--- src/rtl/dsp48_mac_sequencer_pkg.sv ---
// Shared constants and types for the DSP48A1 multiply-accumulate sequencer.
package dsp48_pkg;

    localparam int AB_W  = 18;
    localparam int P_W   = 48;
    localparam int OPM_W = 8;

    localparam logic [OPM_W-1:0] OPM_FIRST = 8'h01;
    localparam logic [OPM_W-1:0] OPM_ACC   = 8'h09;
    localparam logic [OPM_W-1:0] OPM_HOLD  = 8'h08;

    typedef enum logic [1:0] {
        ST_IDLE,
        ST_ACCUM,
        ST_DRAIN,
        ST_RESULT
    } state_t;

endpackage

--- src/rtl/dsp48_mac_sequencer_if.sv ---
// Operand-beat and result handshakes between a producer/consumer and the sequencer.
interface dsp48_mac_sequencer_if #(
    parameter int LEN_W = 13
);
    import dsp48_pkg::*;

    logic              in_valid;
    logic              in_ready;
    logic [AB_W-1:0]   in_a;
    logic [AB_W-1:0]   in_b;
    logic              in_last;
    logic              res_valid;
    logic              res_ready;
    logic [P_W-1:0]    res_data;
    logic [LEN_W-1:0]  res_len;
    logic              res_ovf;

    modport master (
        output in_valid, in_a, in_b, in_last, res_ready,
        input  in_ready, res_valid, res_data, res_len, res_ovf
    );

    modport slave (
        input  in_valid, in_a, in_b, in_last, res_ready,
        output in_ready, res_valid, res_data, res_len, res_ovf
    );

endinterface

--- src/rtl/dsp48_mac_sequencer.sv ---
// Feeds operand pairs to a DSP48A1 slice as a MAC engine and returns one
// 48-bit dot product per vector, aligned to the slice's register pipeline.
module dsp48_mac_sequencer
    import dsp48_pkg::*;
#(
    parameter int DSP_LAT = 3,
    parameter int MAX_LEN = 4096,
    parameter int LEN_W   = 13
) (
    input  logic                 clk1,
    input  logic                 rstn,
    dsp48_mac_sequencer_if.slave bus,
    output logic [AB_W-1:0]      dsp_a,
    output logic [AB_W-1:0]      dsp_b,
    output logic [OPM_W-1:0]     dsp_opmode,
    output logic                 dsp_ce,
    output logic                 dsp_rst,
    input  logic [P_W-1:0]       dsp_p
);

    localparam int               DW        = $clog2(DSP_LAT + 1);
    localparam logic [LEN_W:0]   MAX_LEN_V = (LEN_W + 1)'(MAX_LEN);

    state_t            state;
    logic [DW-1:0]     drain_cnt;
    logic              beat_d;
    logic              first_d;
    logic [LEN_W-1:0]  len_cnt;
    logic [LEN_W-1:0]  len_next;
    logic              ovf;
    logic              accept;
    logic              first_beat;

    assign bus.in_ready = ((state == ST_IDLE) || (state == ST_ACCUM)) && !dsp_rst;
    assign accept       = bus.in_valid && bus.in_ready;
    assign first_beat   = (state == ST_IDLE);
    assign bus.res_len  = len_cnt;
    assign bus.res_ovf  = ovf;

    always_comb begin
        len_next = len_cnt;
        if (first_beat)
            len_next = LEN_W'(1);
        else if (len_cnt != '1)
            len_next = len_cnt + LEN_W'(1);
    end

    always_ff @(posedge clk1 or negedge rstn) begin
        if (!rstn) begin
            state         <= ST_IDLE;
            drain_cnt     <= '0;
            beat_d        <= 1'b0;
            first_d       <= 1'b0;
            len_cnt       <= '0;
            ovf           <= 1'b0;
            dsp_a         <= '0;
            dsp_b         <= '0;
            dsp_opmode    <= OPM_HOLD;
            dsp_ce        <= 1'b0;
            dsp_rst       <= 1'b1;
            bus.res_valid <= 1'b0;
            bus.res_data  <= '0;
        end else begin
            dsp_rst <= 1'b0;
            dsp_ce  <= 1'b1;

            // Opmode trails the operands by one cycle so the slice's OPMODE
            // register lines up with its M register.
            beat_d     <= accept;
            first_d    <= first_beat;
            dsp_opmode <= beat_d ? (first_d ? OPM_FIRST : OPM_ACC) : OPM_HOLD;

            if (accept) begin
                dsp_a     <= bus.in_a;
                dsp_b     <= bus.in_b;
                len_cnt   <= len_next;
                ovf       <= (!first_beat && ovf) || ({1'b0, len_next} > MAX_LEN_V);
                drain_cnt <= DW'(DSP_LAT);
            end

            case (state)
                ST_IDLE: begin
                    if (accept)
                        state <= bus.in_last ? ST_DRAIN : ST_ACCUM;
                end
                ST_ACCUM: begin
                    if (accept && bus.in_last)
                        state <= ST_DRAIN;
                end
                ST_DRAIN: begin
                    if (drain_cnt == '0) begin
                        state         <= ST_RESULT;
                        bus.res_valid <= 1'b1;
                        bus.res_data  <= dsp_p;
                    end else begin
                        drain_cnt <= drain_cnt - DW'(1);
                    end
                end
                ST_RESULT: begin
                    if (bus.res_ready) begin
                        state         <= ST_IDLE;
                        bus.res_valid <= 1'b0;
                    end
                end
                default: state <= ST_IDLE;
            endcase
        end
    end

endmodule
--- src/flat_wrapper.sv ---
// flat-port wrapper written by rule: the top's interface ports become plain ports
module dsp48_mac_sequencer_flat import dsp48_pkg::*;
#(
    parameter int DSP_LAT = 3,
    parameter int MAX_LEN = 4096,
    parameter int LEN_W   = 13
)
  (clk1, rstn, dsp_a, dsp_b, dsp_opmode, dsp_ce, dsp_rst, dsp_p, bus_in_valid, bus_in_a, bus_in_b, bus_in_last, bus_res_ready, bus_in_ready, bus_res_valid, bus_res_data, bus_res_len, bus_res_ovf);
  dsp48_mac_sequencer_if #(.LEN_W(LEN_W)) bus_i ();
  input  logic clk1;
  input  logic rstn;
  output logic [AB_W-1:0] dsp_a;
  output logic [AB_W-1:0] dsp_b;
  output logic [OPM_W-1:0] dsp_opmode;
  output logic dsp_ce;
  output logic dsp_rst;
  input  logic [P_W-1:0] dsp_p;
  input wire logic [$bits(bus_i.in_valid)-1:0] bus_in_valid;
  input wire logic [$bits(bus_i.in_a)-1:0] bus_in_a;
  input wire logic [$bits(bus_i.in_b)-1:0] bus_in_b;
  input wire logic [$bits(bus_i.in_last)-1:0] bus_in_last;
  input wire logic [$bits(bus_i.res_ready)-1:0] bus_res_ready;
  output wire logic [$bits(bus_i.in_ready)-1:0] bus_in_ready;
  output wire logic [$bits(bus_i.res_valid)-1:0] bus_res_valid;
  output wire logic [$bits(bus_i.res_data)-1:0] bus_res_data;
  output wire logic [$bits(bus_i.res_len)-1:0] bus_res_len;
  output wire logic [$bits(bus_i.res_ovf)-1:0] bus_res_ovf;
  assign bus_i.in_valid = bus_in_valid;
  assign bus_i.in_a = bus_in_a;
  assign bus_i.in_b = bus_in_b;
  assign bus_i.in_last = bus_in_last;
  assign bus_i.res_ready = bus_res_ready;
  assign bus_in_ready = bus_i.in_ready;
  assign bus_res_valid = bus_i.res_valid;
  assign bus_res_data = bus_i.res_data;
  assign bus_res_len = bus_i.res_len;
  assign bus_res_ovf = bus_i.res_ovf;
  dsp48_mac_sequencer #(.DSP_LAT(DSP_LAT), .MAX_LEN(MAX_LEN), .LEN_W(LEN_W)) u_core (.clk1(clk1), .rstn(rstn), .bus(bus_i), .dsp_a(dsp_a), .dsp_b(dsp_b), .dsp_opmode(dsp_opmode), .dsp_ce(dsp_ce), .dsp_rst(dsp_rst), .dsp_p(dsp_p));
endmodule
--- config.mk ---
export PLATFORM = sky130hd
export DESIGN_NAME = dsp48_mac_sequencer_flat
export DESIGN_NICKNAME = d
export VERILOG_FILES = /design/src/rtl/dsp48_mac_sequencer_pkg.sv /design/src/rtl/dsp48_mac_sequencer_if.sv /design/src/rtl/dsp48_mac_sequencer.sv /design/src/flat_wrapper.sv
export SDC_FILE = /design/constraint.sdc
export NUM_CORES = 1
export LEC_CHECK = 0
export ABC_AREA = 1
export CAP_MARGIN = 10
export CELL_PAD_IN_SITES_DETAIL_PLACEMENT = 1
export CELL_PAD_IN_SITES_GLOBAL_PLACEMENT = 2
export CORE_AREA = 2 2 154 119
export CTS_BUF_LIST = sky130_fd_sc_hd__clkbuf_8
export CTS_CLUSTER_DIAMETER = 100
export DETAILED_ROUTE_END_ITERATION = 10
export DIE_AREA = 0 0 156 121
export HOLD_SLACK_MARGIN = 0.08
export PLACE_DENSITY = 0.89
export SETUP_SLACK_MARGIN = 0.5
export SLEW_MARGIN = 20
export SYNTH_ARGS = -nofsm -noshare
export SYNTH_HDL_FRONTEND = slang
export SYNTH_SLANG_ARGS = --single-unit
export TNS_END_PERCENT = 50
--- constraint.sdc ---
create_clock -name clk1 -period 3.5 [get_ports clk1]
set_input_delay 0.7 -clock clk1 [delete_from_list [all_inputs] [get_ports clk1]]
set_output_delay 0.7 -clock clk1 [all_outputs]
set_load 0.01 [all_outputs]
==> results.md <==
* Reg-to-reg critical path startpoint: u_core.state[1]$_DFFE_PN0P_
* Final Non-Filler Cells at 872
* Sw Pwr at 1.87 mW
* Worst Reg2Reg Path Length in Cells at 10
* Number of synthesized flops with an enable pin at 0
* Post-CTS setup buffer count at 0
* Routed vias/inst at ~4.3
* Clk sink count at 109
* Initial core utilization at a little over a quarter
* Die footprint at ~19000 µm²
* Clk network pwr share at between 10% and 20%
* Area Growth Syn to Fin at 50.7%
* Top FF cell, synth: dfrtp_1
* Pin count of the biggest net entering global routing at 62
* Die Width at around 160 µm
* H-tree depth at 3
* Register share of total power at 39.5%
* Post-CTS sizing at 0
* Reg2Reg Setup Slack at around 1300 ps
* Worst Path Arrival at about 2000 ps
* VDD IR-drop max at 0.000296 V
* Cell variety after synth at 27
* I/O Buffers at 192
* Most frequent cells after synthesis: 172 x nand2_1, 107 x dfrtp_1, 48 x mux2_2
* Async S/R FF share, synth at 100%
* Min cycle time layout at roughly 2700 ps
* Drt first-iter violations at about 170
* Leading area contributor after synthesis: dfrtp_1
* Final count of pins violating max slew at 0
* Routed len/inst at ~16 µm
* Vias in the first global route at ~4200
* Grt ovf at 0
* Worst Path Required at 2800 ps
* Syn_area_per_cell at just over 10 µm²
* Hpwl dp at between 10000 and 15000 µm
* Setup violators final at 0
* #FFs+latches synth at approximately 110
* Crit start category: flop
* Ant diodes at 0
* Pwr Total at around 5.4 mW
* Max-Slew Margin vs Limit at between 50% and 60%
* Pwr/cell area at approximately 780 nW/µm²
* Setup CP Type: flop to output pin
* Yosys top cell area share at between 50% and 60%
* Placed cell count at around 860
* Synth Instances at 457
* I/O pin cnt at between 150 and 200
* Final TNS setup at 0 ps
* Register area share after synthesis at 59.3%
* Final WL at 14000 µm
* Final net count at ~740
* First-pass GRT wire length at around 23000 µm
* Status: finished, final reports clean
* Fin Clk Skew at around 12 ps
* Cell Area, Synth at 4610 µm²
* Critical Path Fanout Max at 7
* CTS Buffer Depth at 2
* Worst Tran Pin Value at between 600 and 700 ps
* Routed Antenna Nets at 0
* YS warnings at 0
* CTS hold repair buffers at 0
* Fin crit share at 78.5%
* R2R Path End: u_core.state[0]$_DFFE_PN0P_
* Initial antenna violation count at 0
* # rows at 42
* Max-cap violations at 0
* TritonCTS clock tree: done
* Clock latency on the worst-skew pair at about 370 ps
* Comb power frac at a little under half
* Post-route DRC violation count at 0
* Leak pwr at between 3 and 4 nW
* Vias at approximately 3800
* Crit. End Element: output pin
* RSZ-0062 raised after global routing: false
* Core Area at 17300 µm²
* Worst-path clk slew at about 100 ps
* Count leader, synth: nand2_1
* Net Sw Frac at between 30% and 40%
* TritonCTS Buffers at 9
* Maximum clock frequency at between 300 and 400 MHz
* Hold WC Path Type: input pin to asynchronous set/reset pin
* Leading post-synthesis cells by cell area: dfrtp_1 58%, nand2_1 14%, mux2_2 12%, o21ai_0 2.4%, inv_1 1.6%
* Clock root cell: clkbuf_8
* Gpl congestion at 0.798
* Share of layout cells above drive strength 1 at about 12%
* Die Y-Extent at between 100 and 150 µm
* First drt pass iteration count at 4
* P_int at around 3.6 mW
* Final Hold Vio Count at 0
* Hold WS at about 340 ps
* Gr usage total at ~15%
-- layout make-up --
| class | count | area, µm² |
|---|---|---|
| multi-input cells | 310 | 1700 |
| fillers | 1927 | 10300 |
| clock inverters | 7 | 75.1 |
| well taps | 220 | 275 |
| flip-flops and latches | 109 | 2730 |
| repair buffers | 196 | 1960 |
| inverters | 21 | 78.8 |
| clock buffers | 9 | 124 |
-- per-stage QoR --
| step | setup slack [ps] | utilization (%) | instance area (µm²) |
|---|---|---|---|
| CTS | 704 | 40.1 | 6940 |
| finish | 752 | 40.1 | 6940 |
| global placement | 1130 | 39.0 | 6740 |
| global route | 583 | 40.1 | 6940 |
| floorplan | 1800 | - | 4630 |
| detailed placement | 1080 | 39.0 | 6740 |
-- per-layer routing --
metal,vias to the layer above,wire (µm),global-route usage (%)
li1,1818,-,-
met1,1847,5890,19.0
met2,112,7040,26.3
met3,5,920,4.54
met4,0,100,3.38
met5,-,0,0
-- worst max-delay path, cell delays in order, from the launching register on --
cell	delay [ps]
dfrtp_1	420
inv_1	110
ha_1	290
nor2_1	100
nor2_1	160
clkdlybuf4s50_1	600
-- sequential cells by signal, indices dropped and copies added (netlist names) --
signal / flops
u_core.dsp_b: 18
u_core.state: 2
u_core.bus.res_len: 13
u_core.bus.res_ovf: 1
u_core.beat_d: 1
u_core.dsp_rst: 1
u_core.bus.res_valid: 1
u_core.bus.res_data: 48
u_core.dsp_opmode: 2
u_core.first_d: 1
u_core.dsp_ce: 1
u_core.dsp_a: 18
u_core.drain_cnt: 2
-- worst max-delay path by stage --
stage | startpoint | end | slack [ps] | cells after the start
after floorplan | u_core.state[0]$_DFFE_PN0P_ | u_core.dsp_a[3]$_DFFE_PN0P_ | 1800 | 9
after global placement | bus_in_valid | u_core.state[1]$_DFFE_PN0P_ | 1130 | 6
after detailed placement | bus_in_valid | u_core.state[1]$_DFFE_PN0P_ | 1080 | 6
after CTS | u_core.state[0]$_DFFE_PN0P_ | bus_in_ready | 700 | 5
after global routing | u_core.state[0]$_DFFE_PN0P_ | bus_in_ready | 580 | 5
final | u_core.state[0]$_DFFE_PN0P_ | bus_in_ready | 750 | 5
-- power groups by stage --
stage	clock network, mW	logic, mW	registers, mW
after global placement	0	2.46	2.12
final	0.780	2.51	2.14
after global routing	0.876	2.73	2.22
after floorplan	0	0.851	2.36
after CTS	0.823	2.56	2.15
after detailed placement	0	2.55	2.16
-- layout by cell type, fill, tap and decap left out, types with 2 or more instances in the layout --
cell,synthesis,final
a21oi_1,4,4
buf_4,7,4
clkbuf_8,0,9
clkdlybuf4s50_1,0,191
clkinv_2,0,2
clkinvlp_4,0,2
conb_1,2,8
dfrtp_1,107,107
dfstp_2,2,2
ha_1,5,5
inv_1,20,20
mux2_2,48,48
nand2_1,172,170
nand2_2,1,2
nand3_1,15,15
nand3b_1,4,4
nand4_1,3,3
nor2_1,20,20
o21ai_0,22,22
-- cell families after synthesis --
logic type               share of synthesized area [%]
other                                            0.163
multiplexers                                      11.7
buffers and inverters                             4.62
adder cells (fa/ha/maj)                           1.36
flip-flops                                        59.3
AO/OA/AOI/OAI                                     3.37
XOR/XNOR                                         0.190
AND/OR/NAND/NOR                                   19.3
(Power assumes the default switching activity.)
